--- config.mk ---
export PLATFORM = sky130hd
export DESIGN_NAME = bcd_glyph_streamer_flat
export DESIGN_NICKNAME = d
export VERILOG_FILES = /design/src/rtl/bcd_glyph_pkg.sv /design/src/rtl/bcd_glyph_streamer_if.sv /design/src/rtl/glyph_rom.sv /design/src/rtl/bcd_glyph_streamer.sv /design/src/flat_wrapper.sv
export SDC_FILE = /design/constraint.sdc
export NUM_CORES = 1
export LEC_CHECK = 0
export CORE_ASPECT_RATIO = 0.75
export CORE_MARGIN = 4
export CORE_UTILIZATION = 50
export DETAILED_ROUTE_END_ITERATION = 7
export HOLD_SLACK_MARGIN = 0.12
export PLACE_DENSITY = 0.74
export SLEW_MARGIN = 5
export SYNTH_ARGS = -nofsm -noshare
export SYNTH_HDL_FRONTEND = slang
export SYNTH_SLANG_ARGS = --single-unit
--- constraint.sdc ---
create_clock -name clk_in -period 9.8 [get_ports clk_in]
set_clock_uncertainty 0.2 [all_clocks]
set_input_delay 0.98 -clock clk_in [delete_from_list [all_inputs] [get_ports clk_in]]
set_output_delay 0.98 -clock clk_in [all_outputs]
set_load 0.03 [all_outputs]
--- src/rtl/bcd_glyph_pkg.sv ---
// Shared types and constants for the BCD-to-glyph display streamer.
package bcd_glyph_pkg;

    typedef enum logic [2:0] {
        IDLE     = 3'd0,
        SYNC     = 3'd1,
        SYNC_GAP = 3'd2,
        SEND     = 3'd3,
        SEND_GAP = 3'd4
    } state_t;

    localparam logic [3:0] CH_DOT   = 4'd10;
    localparam logic [3:0] CH_BLANK = 4'd11;
    localparam logic [3:0] CH_DASH  = 4'd12;

    localparam int unsigned GLYPH_COLS = 8;

    // Out-of-range BCD values are shown as a dash.
    function automatic logic [3:0] glyph_code(input logic [3:0] digit);
        return (digit > 4'd9) ? CH_DASH : digit;
    endfunction

endpackage

--- src/rtl/bcd_glyph_streamer_if.sv ---
// Strobe/ready handshake towards the SSD1306 driver.
interface bcd_glyph_streamer_if;
    logic [7:0] oled_data_out;
    logic       oled_write_stb_out;
    logic       oled_sync_stb_out;
    logic       oled_ready_in;

    modport master (
        output oled_data_out,
        output oled_write_stb_out,
        output oled_sync_stb_out,
        input  oled_ready_in
    );

    modport slave (
        input  oled_data_out,
        input  oled_write_stb_out,
        input  oled_sync_stb_out,
        output oled_ready_in
    );
endinterface

--- src/rtl/glyph_rom.sv ---
// 8x8 font lookup: one column byte per (char code, column), LSB is the top pixel.
module glyph_rom
    import bcd_glyph_pkg::*;
(
    input  logic [3:0] char_code,
    input  logic [2:0] column,
    output logic [7:0] glyph_c
);

    logic [63:0] row;

    // Column 0 sits in the top byte; glyphs are 5 wide with a blank lead-in column.
    always_comb begin
        row = 64'h0;
        case (char_code)
            4'd0:     row = 64'h00_3E_51_49_45_3E_00_00;
            4'd1:     row = 64'h00_00_42_7F_40_00_00_00;
            4'd2:     row = 64'h00_42_61_51_49_46_00_00;
            4'd3:     row = 64'h00_21_41_45_4B_31_00_00;
            4'd4:     row = 64'h00_18_14_12_7F_10_00_00;
            4'd5:     row = 64'h00_27_45_45_45_39_00_00;
            4'd6:     row = 64'h00_3C_4A_49_49_30_00_00;
            4'd7:     row = 64'h00_01_71_09_05_03_00_00;
            4'd8:     row = 64'h00_36_49_49_49_36_00_00;
            4'd9:     row = 64'h00_06_49_49_29_1E_00_00;
            CH_DOT:   row = 64'h00_00_60_60_00_00_00_00;
            CH_DASH:  row = 64'h00_08_08_08_08_08_00_00;
            default:  row = 64'h0;
        endcase
        glyph_c = row[{~column, 3'b000} +: 8];
    end

endmodule

--- src/rtl/bcd_glyph_streamer.sv ---
// Renders latched BCD digits into one page of glyph columns and streams it to the OLED driver.
module bcd_glyph_streamer
    import bcd_glyph_pkg::*;
#(
    parameter int unsigned DIGITS_NUM = 6,
    parameter int unsigned LINE_CHARS = 16
) (
    input  logic                      clk_in,
    input  logic                      resetn_in,
    input  logic [4*DIGITS_NUM-1:0]   digits_in,
    input  logic [2:0]                dec_point_position_in,
    input  logic                      refresh_stb_in,
    output logic                      ready_out,
    bcd_glyph_streamer_if.master      oled
);

    localparam int unsigned DIG_W  = 4 * DIGITS_NUM;
    localparam int unsigned CHAR_W = (LINE_CHARS > 1) ? $clog2(LINE_CHARS) : 1;
    localparam int unsigned COL_W  = $clog2(GLYPH_COLS);

    state_t              state_q, state_d;
    logic [CHAR_W-1:0]   char_q, char_d;
    logic [COL_W-1:0]    col_q, col_d;
    logic [DIG_W-1:0]    digits_q, digits_d;
    logic [2:0]          dp_q, dp_d;
    logic                ready_q, ready_d;
    logic [7:0]          data_q, data_d;
    logic                wstb_q, wstb_d;
    logic                sstb_q, sstb_d;
    logic [3:0]          code_c;
    logic [7:0]          glyph_c;

    // Character at line position pos: digits MSB first, optional dot, blank padding.
    function automatic logic [3:0] char_at(input logic [DIG_W-1:0] digs,
                                           input logic [2:0]       dp,
                                           input logic [CHAR_W-1:0] pos);
        int         p;
        int         c;
        int         i;
        logic       has_dot;
        logic       above_nz;
        logic [3:0] d;
        logic [3:0] code;
        p       = int'(dp);
        has_dot = (p >= 1) && (p < int'(DIGITS_NUM));
        if (!has_dot) p = 0;
        c        = int'(pos);
        i        = -1;
        d        = 4'd0;
        above_nz = 1'b0;
        code     = CH_BLANK;
        if (has_dot && (c == int'(DIGITS_NUM) - p)) code = CH_DOT;
        else if (c < int'(DIGITS_NUM) - p)          i = int'(DIGITS_NUM) - 1 - c;
        else if (has_dot && (c <= int'(DIGITS_NUM))) i = int'(DIGITS_NUM) - c;
        if (i >= 0) begin
            for (int j = 0; j < int'(DIGITS_NUM); j++) begin
                if (j == i) d = digs[4*j +: 4];
                if ((j > i) && (digs[4*j +: 4] != 4'd0)) above_nz = 1'b1;
            end
            // The digit left of the point (or digit 0) and everything right of it stay visible.
            if ((d == 4'd0) && !above_nz && (i > p)) code = CH_BLANK;
            else                                      code = glyph_code(d);
        end
        return code;
    endfunction

    assign code_c = char_at(digits_q, dp_q, char_q);

    glyph_rom u_glyph_rom (
        .char_code (code_c),
        .column    (col_q),
        .glyph_c   (glyph_c)
    );

    // Next-state and registered-output logic.
    always_comb begin
        state_d  = state_q;
        char_d   = char_q;
        col_d    = col_q;
        digits_d = digits_q;
        dp_d     = dp_q;
        data_d   = data_q;
        wstb_d   = 1'b0;
        sstb_d   = 1'b0;
        ready_d  = 1'b0;

        case (state_q)
            IDLE: begin
                if (refresh_stb_in) begin
                    digits_d = digits_in;
                    dp_d     = dec_point_position_in;
                    char_d   = '0;
                    col_d    = '0;
                    state_d  = SYNC;
                end
            end
            SYNC: begin
                if (oled.oled_ready_in) begin
                    sstb_d  = 1'b1;
                    state_d = SYNC_GAP;
                end
            end
            SYNC_GAP: state_d = SEND;
            SEND: begin
                if (oled.oled_ready_in) begin
                    wstb_d  = 1'b1;
                    data_d  = glyph_c;
                    col_d   = col_q + COL_W'(1);
                    state_d = SEND_GAP;
                    if (col_q == COL_W'(GLYPH_COLS - 1)) begin
                        char_d = char_q + CHAR_W'(1);
                        if (char_q == CHAR_W'(LINE_CHARS - 1)) begin
                            char_d  = '0;
                            state_d = IDLE;
                        end
                    end
                end
            end
            SEND_GAP: state_d = SEND;
            default:  state_d = IDLE;
        endcase

        ready_d = (state_d == IDLE);
    end

    always_ff @(posedge clk_in or negedge resetn_in) begin
        if (!resetn_in) begin
            state_q  <= IDLE;
            char_q   <= '0;
            col_q    <= '0;
            digits_q <= '0;
            dp_q     <= '0;
            ready_q  <= 1'b1;
            data_q   <= 8'h00;
            wstb_q   <= 1'b0;
            sstb_q   <= 1'b0;
        end else begin
            state_q  <= state_d;
            char_q   <= char_d;
            col_q    <= col_d;
            digits_q <= digits_d;
            dp_q     <= dp_d;
            ready_q  <= ready_d;
            data_q   <= data_d;
            wstb_q   <= wstb_d;
            sstb_q   <= sstb_d;
        end
    end

    assign ready_out               = ready_q;
    assign oled.oled_data_out      = data_q;
    assign oled.oled_write_stb_out = wstb_q;
    assign oled.oled_sync_stb_out  = sstb_q;

endmodule

--- src/flat_wrapper.sv ---
// flat-port wrapper written by rule: the top's interface ports become plain ports
module bcd_glyph_streamer_flat import bcd_glyph_pkg::*;
#(
    parameter int unsigned DIGITS_NUM = 6,
    parameter int unsigned LINE_CHARS = 16
)
  (clk_in, resetn_in, digits_in, dec_point_position_in, refresh_stb_in, ready_out, oled_oled_data_out, oled_oled_write_stb_out, oled_oled_sync_stb_out, oled_oled_ready_in);
  bcd_glyph_streamer_if oled_i ();
  input  logic clk_in;
  input  logic resetn_in;
  input  logic [4*DIGITS_NUM-1:0] digits_in;
  input  logic [2:0] dec_point_position_in;
  input  logic refresh_stb_in;
  output logic ready_out;
  output wire logic [$bits(oled_i.oled_data_out)-1:0] oled_oled_data_out;
  output wire logic [$bits(oled_i.oled_write_stb_out)-1:0] oled_oled_write_stb_out;
  output wire logic [$bits(oled_i.oled_sync_stb_out)-1:0] oled_oled_sync_stb_out;
  input wire logic [$bits(oled_i.oled_ready_in)-1:0] oled_oled_ready_in;
  assign oled_oled_data_out = oled_i.oled_data_out;
  assign oled_oled_write_stb_out = oled_i.oled_write_stb_out;
  assign oled_oled_sync_stb_out = oled_i.oled_sync_stb_out;
  assign oled_i.oled_ready_in = oled_oled_ready_in;
  bcd_glyph_streamer #(.DIGITS_NUM(DIGITS_NUM), .LINE_CHARS(LINE_CHARS)) u_core (.clk_in(clk_in), .resetn_in(resetn_in), .digits_in(digits_in), .dec_point_position_in(dec_point_position_in), .refresh_stb_in(refresh_stb_in), .ready_out(ready_out), .oled(oled_i));
endmodule
Yosys cells after proc, flatten, opt, wreduce, memory -nomap -nowiden. Memory sizes are Yosys's and may differ from the RTL's. Cells that the tools add are included.

Add/sub/neg operators: 5. $lt $le $gt $ge: 13. Mux-type cells: 39. Eq/ne operators: 15. Bitwise logic cells: 1. Reductions and logical operators: 28. Shifts and indexed selects: 1. Div/mod/pow operators: 0. $mul: 0.

Operators with widths (number): 32-bit two-way mux (3); 3-bit by 32-bit == test with 1-bit output (first input constant) (2); 4-bit by 32-bit == test with 1-bit output (first input constant) (2); 3-bit by 32-bit greater-than comparator with 1-bit output (first input constant) (2); 4-bit by 32-bit greater-than comparator with 1-bit output (first input constant) (2); 64-bit by 7-bit indexed part select with 8-bit output (1); 4-bit two-way mux (14); 2-bit by 32-bit == test with 1-bit output (first input constant) (1); 5-bit by 32-bit == test with 1-bit output (1); 32-bit by 1-bit >= comparator with 1-bit output (second input constant) (1); 1-bit by 32-bit greater-than comparator with 1-bit output (first input constant) (1); 2-bit by 32-bit greater-than comparator with 1-bit output (first input constant) (1); 32-bit by 4-bit greater-than comparator with 1-bit output (1); 32-bit zero test (1); 5-bit by 32-bit < comparator with 1-bit output (1); 3-bit two-way mux (8); 4-bit nonzero test (6); 3-bit one-hot mux with 4 select lines (1); 1-bit logical AND (11); 1-bit two-way mux (11); 3-bit by 4-bit subtractor with 5-bit output (first input constant) (2); 4-bit one-hot mux with 2 select lines (1); 3-bit by 2-bit == test with 1-bit output (second input constant) (2); 3-bit == test (second input constant) (2); 21 further kinds (24).

Output and inout port bits: 11. Bits in read-only memories: 560. Logic and storage cells: 112. RAM bits: 0. Latch bits: 0. Input bits: 31. Memories: 1. Flip-flop bits (word level): 48.

Memory list: (no name shown) (words 16, bits a word 35, read ports 1, clocked after memory_dff 0, write ports 0, line glyph_rom.sv:15) `case (char_code)`.

Longest topological paths before layout. An unclocked memory read counts as a cell.

Depth in word-level cells: 23. Gate-level depth with buffers: 25. Mapped depth without buffers: 24.

By module. From an unflattened synthesis, not the netlist that was laid out.

Cells, all modules: 434. Area total of the unflattened synthesis: 3875.0 sq um.

Modules (own cells, without submodules): bcd_glyph_streamer (times used 1, area each 3056.7 sq um, cells each 321, seq. area each 1202.4 sq um); glyph_rom (times used 1, area each 818.3 sq um, cells each 113, seq. area each 0.0 sq um).

Worst setup path before layout. No wires, ideal clock.

Path kind: register to register. Start: register u_core.dp_q[1]. End: register u_core.data_q[4], in the netlist u_core.oled.oled_data_out[4]. Library setup time: 0.126 ns. Arrival: 4.845 ns. Buffers on the path: 1. Path slack: 4.629 ns. Required time: 9.474 ns. Cell stages (with the launch flop): 23. Path through: dfrtp_1 -> nand2b_1 -> o21ai_0 -> ha_1 -> nand3_1 -> a21oi_1 -> nand2b_1 -> buf_2 -> a31o_2 -> nand2_1 -> ha_1 -> a21oi_1 -> or3_1 -> and4_1 -> a211oi_2 -> a31oi_1 -> o21ai_0 -> inv_1 -> ha_1 -> and2_1 -> a211o_1 -> a32o_1 -> o32a_1.

Word-level cells in the longest chain between the ends: 23. Elaborated cells on any way between the ends: 57.

RTL lines: start: declaration (line bcd_glyph_streamer.sv:25) `logic [2:0] dp_q, dp_d;`; start signal: assignment (line bcd_glyph_streamer.sv:142) `dp_q <= dp_d;`; 3-bit by 1-bit >= comparator with 1-bit output / 3-bit < comparator (equally long branches) (line bcd_glyph_streamer.sv:45) `has_dot = (p >= 1) && (p < int'(DIGITS_NUM));`; 1-bit logical AND (line bcd_glyph_streamer.sv:45); 3-bit two-way mux (line bcd_glyph_streamer.sv:46) `if (!has_dot) p = 0;`; 3-bit by 3-bit subtractor with 4-bit output (line bcd_glyph_streamer.sv:52, bcd_glyph_streamer.sv:53); 5-bit by 32-bit < comparator with 1-bit output / 5-bit by 32-bit == test with 1-bit output (equally long branches) (line bcd_glyph_streamer.sv:53, bcd_glyph_streamer.sv:52); 32-bit two-way mux / 1-bit logical AND (equally long branches) (line bcd_glyph_streamer.sv:53, bcd_glyph_streamer.sv:52); 32-bit two-way mux (line bcd_glyph_streamer.sv:52) `if (has_dot && (c == int'(DIGITS_NUM) - p)) code = CH_DOT;`; 1-bit by 32-bit greater-than comparator with 1-bit output (line bcd_glyph_streamer.sv:58) `if ((j > i) && (digs[4*j +: 4] != 4'd0)) above_nz = 1'b1;`; 1-bit logical AND (line bcd_glyph_streamer.sv:58); 1-bit two-way mux (6 in series) (line bcd_glyph_streamer.sv:58); 1-bit two-way mux (line bcd_glyph_streamer.sv:55) `if (i >= 0) begin`; 1-bit zero test (line bcd_glyph_streamer.sv:61) `if ((d == 4'd0) && !above_nz && (i > p)) code = CH_BLANK;`; 1-bit logical AND (2 in series) (line bcd_glyph_streamer.sv:61); 4-bit two-way mux (line bcd_glyph_streamer.sv:61); 4-bit two-way mux (*) (line bcd_glyph_streamer.sv:55); memory 16 x 35 bit (*); 64-bit by 7-bit indexed part select with 8-bit output (*) (line glyph_rom.sv:30) `glyph_c = row[{~column, 3'b000} +: 8];`; end signal: assignment (line bcd_glyph_streamer.sv:144) `data_q <= data_d;`; end: declaration (line bcd_glyph_streamer.sv:27) `logic [7:0] data_q, data_d;`.

Mark *: on every way between the ends. The rest lies on a longest branch, timed or not. The select of a mux whose other input is x is not followed. A chain may end at the register's enable or synchronous reset.

Final worst setup path.
Start: register u_core.dp_q[2]. End: register u_core.data_q[4], in the netlist u_core.oled.oled_data_out[4].

Same word-level chain as after synthesis.

==> qor.yml <==
grt:
  grtUsageTotal_pct: 22.9
  antenna_found_initial: 0
  grt_pass1_vias: 3174
  grt-ovfl-total: 0
  grt_max_degree: 48
  grt_pass1_wl_um: 16800
critical_path:
  crit_family: "compound AO/OA/AOI/OAI gates"
  crit_arrival_ns: 6.13
  critPathKind: "reg2reg"
  crit_required_ns: 9.80
  cpMaxStageDelayCell: "a41o_1"
  path_cells: "nand2b_1 -> o21ai_0 -> ha_1 -> a21o_1 -> a21o_1 -> nor4_1 -> a41o_1 -> o221ai_1 -> a221o_1 -> a211oi_2 -> a31oi_1 -> o21ai_0 -> inv_1 -> ha_1 -> and2_1 -> a211o_1 -> a32o_1 -> o32a_1"
  cp_slowest_stage_delay_ns: 0.57
  r2r_setup_slack_ns: 3.67
  end_kind: "flip-flop"
  startpoint_type: "flip-flop"
  path_buf_inv: 1
  worstPathMaxFanout: 18
synthesis:
  avgSynthCellArea_sq_um: 8.89
  ys_ff_latch: 47
  synthCells: 421
  ys_seq_area_share_pct: 31.5
  synth_flop_cell: "dfrtp_1"
  syn-num-nets: 474
  synth-edff-count: 0
  ys_types: 73
  synth_area_sq_mm: 0.00374
  async_reset_ff_share_pct: 100
  yosysWarnings: 0
sta:
  hold_slack_ns: 0.311
  period_needed_ns: 6.13
  setup_viol: 0
  rsz0062_at_grt: "no"
  worst_pin_slew_ns: 1.05
  max_freq_mhz: 163
  period_share_pct: 62.5
  finalMaxSlewViolations: 0
  hold_viol: 0
  setup-tns-final_ns: 0
  slew_headroom_pct: 29.6
clock_network:
  cts_buffer_depth: 2
  clk_latency_ns: 0.32
  cts-root-buf: "clkbuf_8"
  cts_tree: "done"
  clkTransAtPathRegs_ns: 0.09
  post-cts-setup-buffers: 0
  cts.sinks: 47
  cts_max_level: 2
  hold_buffers: 0
  cts_resized: 0
  cts_made_buffers: 5
cells_and_area:
  fin_cells: 551
  drive_above_1_share_pct: 12.2
  postLayoutCoreUtil_pct: 59.1
  fillCellCount: 667
  antenna_cells: 0
  area_growth_pct: 15.1
  num-nets-final: 502
status:
  status: "finished, final reports clean"
drt:
  ant_nets: 0
  drt-met1-wl_um: 4950
  drt_iter0_markers: 302
  finalWirelength_um: 10100
  routedWlPerCell_um: 18.3
  met3_length_um: 901
  dr_wl_met2_um: 4140
  viasPerCell: 6.41
  vias: 3533
  highest_layer: "met4"
  drtPass1Iterations: 5
  drc: 0
placement:
  gp_congestion: 0.998
  placedCellCount: 543
  dp_hpwl_um: 7490
  io_buffers: 40
floorplanning:
  die_w_um: 108
  core-area_sq_mm: 0.00730
  die_area_sq_mm: 0.00895
  rows: 27
  ios: 42
  initial_core_util_pct: 51.3
  die_h_um: 82.9
worst_hold_path:
  hold_path.class: "reg2reg"
job:
  drv_cap: 0
## sequential cells by signal, summed over array words and instances (netlist names)
signal,flops
u_core.oled.oled_sync_stb_out,1
u_core.state_q,3
u_core.ready_out,1
u_core.dp_q,3
u_core.oled.oled_data_out,7
u_core.char_q,4
u_core.col_q,3
u_core.oled.oled_write_stb_out,1
u_core.digits_q,24
## path summary, 6_finish.rpt
kind                                              startpoint                      endpoint  depth (start not counted)
min in group asynchronous                          resetn_in              u_core.char_q[0]                          1
worst max-delay path                          u_core.dp_q[2]  u_core.oled.oled_data_out[4]                         18
worst min-delay path            u_core.oled.oled_data_out[4]  u_core.oled.oled_data_out[4]                          1
worst max register to register                u_core.dp_q[2]  u_core.oled.oled_data_out[4]                         18
max in group asynchronous                          resetn_in  u_core.oled.oled_data_out[2]                          1
worst min register to register  u_core.oled.oled_data_out[4]  u_core.oled.oled_data_out[4]                          1
## layout make-up
type	instances	area [sq um]	share of cell area (%)
clock buffers	5	68.8	1.60
clock inverters	3	67.6	1.57
inverters	24	95.1	2.21
multi-input cells	330	2370	55.0
flip-flops and latches	47	1180	27.3
well taps	101	126	2.93
repair buffers	41	403	9.35
## per-layer routing
metal,global-route usage (%),vias to the layer above
met5,0,-
met4,4.36,0
met3,3.73,12
met2,29.9,180
met1,38.7,1684
li1,-,1657
## cell usage in the layout, fill, tap and decap left out, types with 4 or more instances in the layout
| master | count |
|---|---|
| a211oi_1 | 7 |
| a21o_1 | 10 |
| a21oi_1 | 19 |
| a221oi_1 | 4 |
| a31oi_1 | 13 |
| a32oi_1 | 5 |
| and3_1 | 4 |
| clkbuf_8 | 5 |
| clkdlybuf4s50_1 | 39 |
| dfrtp_1 | 46 |
| ha_1 | 22 |
| inv_1 | 20 |
| mux2_2 | 22 |
| mux2i_1 | 5 |
| nand2_1 | 51 |
| nand2b_1 | 5 |
| nand3_1 | 8 |
| nand4_1 | 5 |
| nor2_1 | 26 |
| nor3_1 | 9 |
| nor4_1 | 6 |
| o211ai_1 | 7 |
| o21ai_0 | 29 |
| o221ai_1 | 4 |
| or3_1 | 4 |
## cells by family after synthesis
family / synth area share (%)
compound gates: 30.5
simple gates: 16.5
flops: 31.5
buf+inv: 5.38
mux: 7.95
fa+ha+maj: 7.35
xor+xnor: 0.702
other cells: 0.201
## synthesized netlist by cell type (3+ instances only)
cell type,number,area [sq um]
ha_1,22,275
nor4_1,6,37.5
mux2i_1,5,50.1
o211ai_1,7,52.6
a211oi_1,7,52.6
a31oi_1,13,81.3
nand2_1,51,191
clkbuf_1,9,33.8
or3_1,4,25.0
o31ai_1,3,22.5
dfrtp_1,46,1150
buf_2,7,35.0
mux2_2,22,248
a221oi_1,4,35.0
o21ai_0,29,145
nor3_1,9,45.0
a21o_1,10,75.1
nand3_1,8,40.0
a221oi_2,3,45.0
a32o_1,3,30.0
and3_1,4,25.0
inv_1,20,75.1
nor2_1,26,97.6
o32a_1,3,30.0
a32oi_1,5,43.8
a21oi_1,19,95.1
nand2b_1,5,31.3
inv_2,3,11.3
o221ai_1,4,35.0
nand4_1,5,31.3
and2_1,3,18.8
## per-stage QoR
step / instance area [sq um] / worst slack, ns
floorplan: 3740 / 4.63
global placement: 4170 / 4.01
detailed placement: 4170 / 3.80
CTS: 4310 / 3.77
global route: 4310 / 3.21
finish: 4310 / 3.67
Power is left out: the tool's default activity adds up to more than one toggle a clock period on the data nets, which glitch-free logic cannot reach.
